$ cat src/rtl/tx_hs_byte_feeder.sv
// Byte-clock feeder for the TX HS FSM: buffers PPI payload bytes in a small
// show-ahead FIFO and frames the HS burst (entry, last byte, exit hold).
module tx_hs_byte_feeder #(
  parameter int DEPTH    = 8,
  parameter int PRIME    = 2,
  parameter int EXIT_CYC = 8
) (
  input  logic       TX_DDR_clk,
  input  logic       TX_rst,
  input  logic       TxRequestHS,
  input  logic [7:0] TxDataHS,
  input  logic       TxWriteHS,
  output logic       TxReadyHS,
  input  logic       TX_HS_READY,
  output logic       Enable,
  output logic [7:0] TX_BYTE_DATA,
  output logic       TX_HS_END_DATA,
  output logic       TxBusy,
  output logic       TxUnderflow
);
  localparam int AW = $clog2(DEPTH);
  localparam int CW = $clog2(EXIT_CYC + 1);

  typedef enum logic [2:0] {S_IDLE, S_FILL, S_SEND, S_END, S_EXIT} state_t;

  state_t          state_q, state_d;
  logic [7:0]      mem_q [DEPTH];
  logic [AW-1:0]   wr_ptr_q, wr_ptr_d, rd_ptr_q, rd_ptr_d;
  logic [AW:0]     count_q, count_d;
  logic [CW-1:0]   exit_cnt_q, exit_cnt_d;
  logic            enable_q, enable_d;
  logic            end_q, end_d;
  logic            uflow_q, uflow_d;
  logic            full, push, pop;

  assign full      = (count_q == (AW+1)'(DEPTH));
  assign TxReadyHS = TxRequestHS & ~full & ~TX_rst &
                     (state_q == S_IDLE || state_q == S_FILL || state_q == S_SEND);
  assign push      = TxWriteHS & TxReadyHS;
  assign pop       = TX_HS_READY & (state_q == S_SEND) & (count_q != '0);

  always_comb begin
    state_d    = state_q;
    wr_ptr_d   = wr_ptr_q;
    rd_ptr_d   = rd_ptr_q;
    exit_cnt_d = exit_cnt_q;
    uflow_d    = uflow_q;
    count_d    = count_q + (AW+1)'(push) - (AW+1)'(pop);
    if (push) wr_ptr_d = wr_ptr_q + AW'(1);
    if (pop)  rd_ptr_d = rd_ptr_q + AW'(1);

    case (state_q)
      S_IDLE: if (TxRequestHS) begin
        state_d = S_FILL;
        uflow_d = 1'b0;
      end
      S_FILL: begin
        if (count_d >= (AW+1)'(PRIME))  state_d = S_SEND;
        else if (!TxRequestHS)          state_d = (count_d != '0) ? S_SEND : S_IDLE;
      end
      S_SEND: begin
        // Drained with no more payload coming is a normal end; drained while
        // the protocol still holds the request means the burst got truncated.
        if (pop && count_q == (AW+1)'(1) && !push && !TxRequestHS) begin
          state_d = S_END;
        end else if (TX_HS_READY && count_q == '0) begin
          state_d = S_END;
          if (TxRequestHS) uflow_d = 1'b1;
        end
      end
      S_END: begin
        state_d    = S_EXIT;
        exit_cnt_d = CW'(EXIT_CYC - 1);
      end
      S_EXIT: begin
        if (exit_cnt_q == '0) state_d = S_IDLE;
        else                  exit_cnt_d = exit_cnt_q - CW'(1);
      end
      default: state_d = S_IDLE;
    endcase

    enable_d = (state_d == S_SEND) || (state_d == S_END) || (state_d == S_EXIT);
    end_d    = (state_d == S_END);
  end

  always_ff @(posedge TX_DDR_clk) begin
    if (TX_rst) begin
      state_q    <= S_IDLE;
      wr_ptr_q   <= '0;
      rd_ptr_q   <= '0;
      count_q    <= '0;
      exit_cnt_q <= '0;
      enable_q   <= 1'b0;
      end_q      <= 1'b0;
      uflow_q    <= 1'b0;
    end else begin
      state_q    <= state_d;
      wr_ptr_q   <= wr_ptr_d;
      rd_ptr_q   <= rd_ptr_d;
      count_q    <= count_d;
      exit_cnt_q <= exit_cnt_d;
      enable_q   <= enable_d;
      end_q      <= end_d;
      uflow_q    <= uflow_d;
    end
  end

  // Storage needs no reset: the head is masked to 00 whenever count is 0.
  always_ff @(posedge TX_DDR_clk) begin
    if (push) mem_q[wr_ptr_q] <= TxDataHS;
  end

  assign TX_BYTE_DATA   = (count_q == '0) ? 8'h00 : mem_q[rd_ptr_q];
  assign Enable         = enable_q;
  assign TX_HS_END_DATA = end_q;
  assign TxBusy         = (state_q != S_IDLE);
  assign TxUnderflow    = uflow_q;
endmodule

$ cat config.mk
export PLATFORM = sky130hd
export DESIGN_NAME = tx_hs_byte_feeder
export DESIGN_NICKNAME = d
export VERILOG_FILES = /design/src/rtl/tx_hs_byte_feeder.sv
export SDC_FILE = /design/constraint.sdc
export NUM_CORES = 1
export LEC_CHECK = 0
export ABC_AREA = 1
export ABC_CLOCK_PERIOD_IN_PS = 6800
export CAP_MARGIN = 25
export CORE_ASPECT_RATIO = 0.75
export CORE_MARGIN = 4
export CORE_UTILIZATION = 63
export DETAILED_ROUTE_END_ITERATION = 8
export HOLD_SLACK_MARGIN = 0.15
export PLACE_DENSITY = 0.89
export SLEW_MARGIN = 30
export SYNTH_ARGS = -nofsm -noshare
export SYNTH_HDL_FRONTEND = slang
export SYNTH_SLANG_ARGS = --single-unit
$ cat constraint.sdc
create_clock -name TX_DDR_clk -period 6.8 [get_ports TX_DDR_clk]
set_clock_uncertainty 0.1 [all_clocks]
set_input_delay 2.04 -clock TX_DDR_clk [delete_from_list [all_inputs] [get_ports TX_DDR_clk]]
set_output_delay 2.04 -clock TX_DDR_clk [all_outputs]
set_load 0.03 [all_outputs]
Word-level counts from Yosys, hierarchy flattened
Memories as Yosys holds them, arrays and structs flattened. A register that Yosys moved wholly into a read port is not among the register bits.
Cells that the tools add are included.
Word-level totals
  output and inout port bits: 13
  bits in registers: 20
  RAM bits: 64
  memories kept: 1
Memories
  mem_q: words 8, width 8, rd ports 1, clocked after memory_dff 1, write ports 1, RTL line 27  | logic [7:0] mem_q [DEPTH];
Cells by class
  bitwise gates (word level): 8
  add/subtract/negate cells: 5
  order comparisons: 1
  multiplexer cells: 20
  reduce and logical (&&, ||, !) cells: 20
  equality and inequality tests: 14
Operators by type and width (number)
  $mux W3: 8
  $pmux W3 S5: 1
  $eq A3 B2 Y1 const B: 4
  $logic_not A4 Y1: 2
  $mux W8: 1
  $ne A2 B2 Y1 const B: 4
  $pmux W4 S2: 1
  $reduce_bool A4 Y1: 2
  $add A3 B1 Y3 const B: 2
  $and A1 B1 Y1: 6
  $eq A3 B3 Y1 const B: 2
  $mux W1: 6
  $reduce_and A5 Y1: 1
  $add A4 B1 Y4: 1
  $eq A4 B1 Y1 const B: 1
  $eq A4 B4 Y1 const B: 1
  $ge A4 B2 Y1 const B: 1
  $logic_and A1 B1 Y1: 4
  $logic_or A1 B1 Y1: 4
  $mux W4: 1
  $reduce_bool A2 Y1: 2
  $sub A4 B1 Y4: 1
  $sub A4 B1 Y4 const B: 1
  $eq A3 B1 Y1 const B: 1
  other kinds (8): 10

Logic depth before layout (Yosys ltp)
  depth after elaboration: 16
  depth in mapped cells: 21

Least setup slack after synthesis
Ideal clock, no wire load.
  path type: input -> output
  start: input TxRequestHS
  end: output TxReadyHS
  buffers on the path: 0
  stages: 4
  data arrival time: 2.452 ns
  data required time: 4.660 ns
  slack: 2.208 ns
  cells stage by stage: inv_2 > a21oi_4 > nand4_4 > inv_2
Between the ends
  longest elaborated chain between the ends: 3
Ends and longest elaborated chain
  start, declared: RTL line 10  | input logic TxRequestHS,
  $and A1 B1 Y1 (3 in series): RTL line 37  | assign TxReadyHS = TxRequestHS & ~full & ~TX_rst &
  end, declared: RTL line 13  | output logic TxReadyHS,
No other way between the ends.

Worst setup path after layout
  start: input TX_rst
  end: output TxReadyHS
Between the ends
  longest elaborated chain between the ends: 3
Ends and longest elaborated chain
  start, declared: RTL line 9  | input logic TX_rst,
  $not A1 Y1: RTL line 37
  $and A1 B1 Y1 (2 in series): RTL line 37
No other way between the ends.

==> reports/metrics.cfg <==
[sta]
tns_ns = 0
min_period_over_period = 0.858
fmaxAchievable_mhz = 171
final-max-slew-violation-count = 0
setup_viol = 0
rsz0062_at_grt = no
hold_viol = 0
post-route-min-period_ns = 5.83
slew_headroom = 0.352
worstMarginPinSlew_ns = 0.968

[floorplan]
io_pins = 26
rows = 24
die_y_um = 75.0
dieArea_sq_um = 7310
die_width_um = 97.4
initial_core_util = 0.648
core_area_sq_um = 5830

[place]
portBuffers = 25
dp_hpwl_mm = 5.02
gp_congestion = 0.844
placed_area_sq_um = 4060

[critical_path]
worstPathArrival_ns = 3.69
required_ns = 4.66
start_kind = primary input
r2r_slack_ns = 3.85
worstReg2RegEnd = Enable
crit_fanout = 13
reg2reg_depth = 19
critPathCaptureType = output port
critPathKind = in2out
r2r-start = count_q[2]

[logic_synthesis]
synth_area_per_cell_sq_um = 10.6
synth_fp_nets = 379
ys_types = 34
yosys_warnings = 0
synth_ff_type = edfxtp_1
async_flop_share = 0
synth_seq_cells = 87
syn_area_sq_um = 3780
synth_cells = 356
ys_seq_area_frac = 0.631
synth-edff-count = 64

[cts]
path_clk_slew_ns = 0.08
cts_hold_buf = 0
h-tree-depth = 3
cts_root_buf = clkbuf_8
cts_made_buffers = 9
clk_latency_ns = 0.36
cts_sinks = 87
clockBufferDepth = 2
post-cts-setup-buffer-count = 0
cts_tree = done
cts-resized-gates = 0

[routing]
met1_length_mm = 3.26
dr_wl_met3_um = 512
drt-pass1-iter-count = 5
vias = 2708
wire_per_inst_um = 16.4
routed.top_layer = met4
ant_nets = 0
routed_via_density = 5.82
wl_met2_mm = 3.73
first_iter_violations = 250
routed_wl_mm = 7.62
route.detailed.drc = 0

[power_and_ir_drop]
p_int_mw = 0.844
swShare = 0.331
ir_drop_v = 0.000222
netSwitchingPower_mw = 0.418
combPwrFrac = 0.265
cellLeakagePower_nw = 1.54
seqPwrFrac = 0.482
power_density_nw_per_um2 = 298
pwr-share-clk = 0.253

[final_layout]
drive_above_1_share = 0.116
fin_area_sq_um = 4240
area_growth_pct = 12.2
n_fill_cell = 383
multi_input_area_sq_um = 1170
layout_commonest_cell = nor2_1
ff_latch_area_sq_um = 2380
final_cell_mix = 75 x nor2_1, 64 x edfxtp_1, 50 x o21ai_0
nets = 405
diodes = 0

[outcome]
status = finished, final reports clean

[grt]
grt_overflow_total = 0
grt_usage = 0.219
grt_pass1_wl_mm = 12.2
antenna_found_initial = 0
grt_max_degree = 34
grt_pass1_vias = 2539

[hold_path]
min_from = TxUnderflow
holdPathEnd = TxUnderflow
hp-class = reg2reg
holdPathStages = 2

[run]
cap_viol_max_count = 0

-- final cells by class --
type                       instances  area share
clock buffer                      10      0.0301
clock inverter                     6      0.0106
inverter                          38      0.0343
multi-input combinational        219       0.277
sequential                        87       0.562
tap                               78      0.0230
timing repair buffer              27      0.0626
-- registers in the layout, summed over array words and instances, names as in the netlist, named ones only --
| register | count |
|---|---|
| Enable | 1 |
| TX_HS_END_DATA | 1 |
| TxUnderflow | 1 |
| count_q | 4 |
| exit_cnt_q | 4 |
| mem_q | 64 |
| rd_ptr_q | 3 |
| state_q | 3 |
| wr_ptr_q | 3 |
-- worst max-delay path by stage --
stage	end	cells after the start	startpoint	slack, ns
finish	TxReadyHS	6	TX_rst	0.97
global route	TxReadyHS	6	TX_rst	0.87
CTS	TxReadyHS	6	TX_rst	0.96
detailed placement	TxReadyHS	6	TX_rst	0.96
global placement	TxReadyHS	6	TX_rst	0.99
floorplan	TxReadyHS	4	TxRequestHS	2.21
-- per-stage QoR --
stage / hold WS (ns) / worst slack, ns / utilization / std cells / total power [mW]
after CTS: 0.373 / 0.956 / 0.727 / 465 / 1.26
after global routing: 0.400 / 0.873 / 0.727 / 465 / 1.32
after floorplan: 0.368 / 2.21 / - / 356 / 0.835
after global placement: 0.353 / 0.993 / 0.698 / 449 / 0.939
after detailed placement: 0.361 / 0.965 / 0.698 / 449 / 0.950
final: 0.369 / 0.967 / 0.727 / 465 / 1.26
-- logic make-up (layout without fill, tap and decap cells) --
logic type / Yosys count / after routing / synth area share
compound gates: 78 / 78 / 0.114
xor+xnor: 1 / 1 / 0.00232
fa+ha+maj: 10 / 10 / 0.0351
buf+inv: 50 / 81 / 0.0583
flops: 87 / 87 / 0.631
simple gates: 130 / 130 / 0.160
-- power by group through the flow --
stage / Combinational [mW] / Clock, mW / Sequential (mW)
after detailed placement: 0.330 / 0 / 0.620
after CTS: 0.332 / 0.320 / 0.608
after global routing: 0.369 / 0.344 / 0.611
final: 0.335 / 0.319 / 0.608
after global placement: 0.320 / 0 / 0.619
after floorplan: 0.214 / 0 / 0.621
-- layer usage --
metal / global-route usage / vias up
met3: 0.0639 / 15
li1: - / 1271
met1: 0.270 / 1309
met4: 0.0737 / 0
met2: 0.381 / 113
met5: 0 / -
-- synth_stat cells, types with 2 or more instances --
cell type,n,area share
edfxtp_1,64,0.51
nor2_2,2,0.0033
buf_4,5,0.0099
a31oi_1,9,0.015
nand2_1,22,0.022
ha_1,9,0.030
buf_2,2,0.0027
inv_2,8,0.0080
nand4_1,3,0.0050
a21oi_2,3,0.0070
nand2_2,5,0.0083
o21ai_1,3,0.0040
o21ai_0,50,0.066
clkbuf_1,3,0.0030
nor2_1,75,0.075
nor3_2,3,0.0080
inv_1,29,0.029
o21a_1,2,0.0040
dfxtp_1,23,0.12
a21oi_1,10,0.013
nand3_1,13,0.017
-- worst max-delay path, cell delays in order --
cell and delay (ns):
clkdlybuf4s50_1 0.40, buf_4 0.19, inv_2 0.16, nand4_4 0.14
inv_2 0.09, clkdlybuf4s50_1 0.67
No activity file was read; power rests on OpenSTA's default activity.
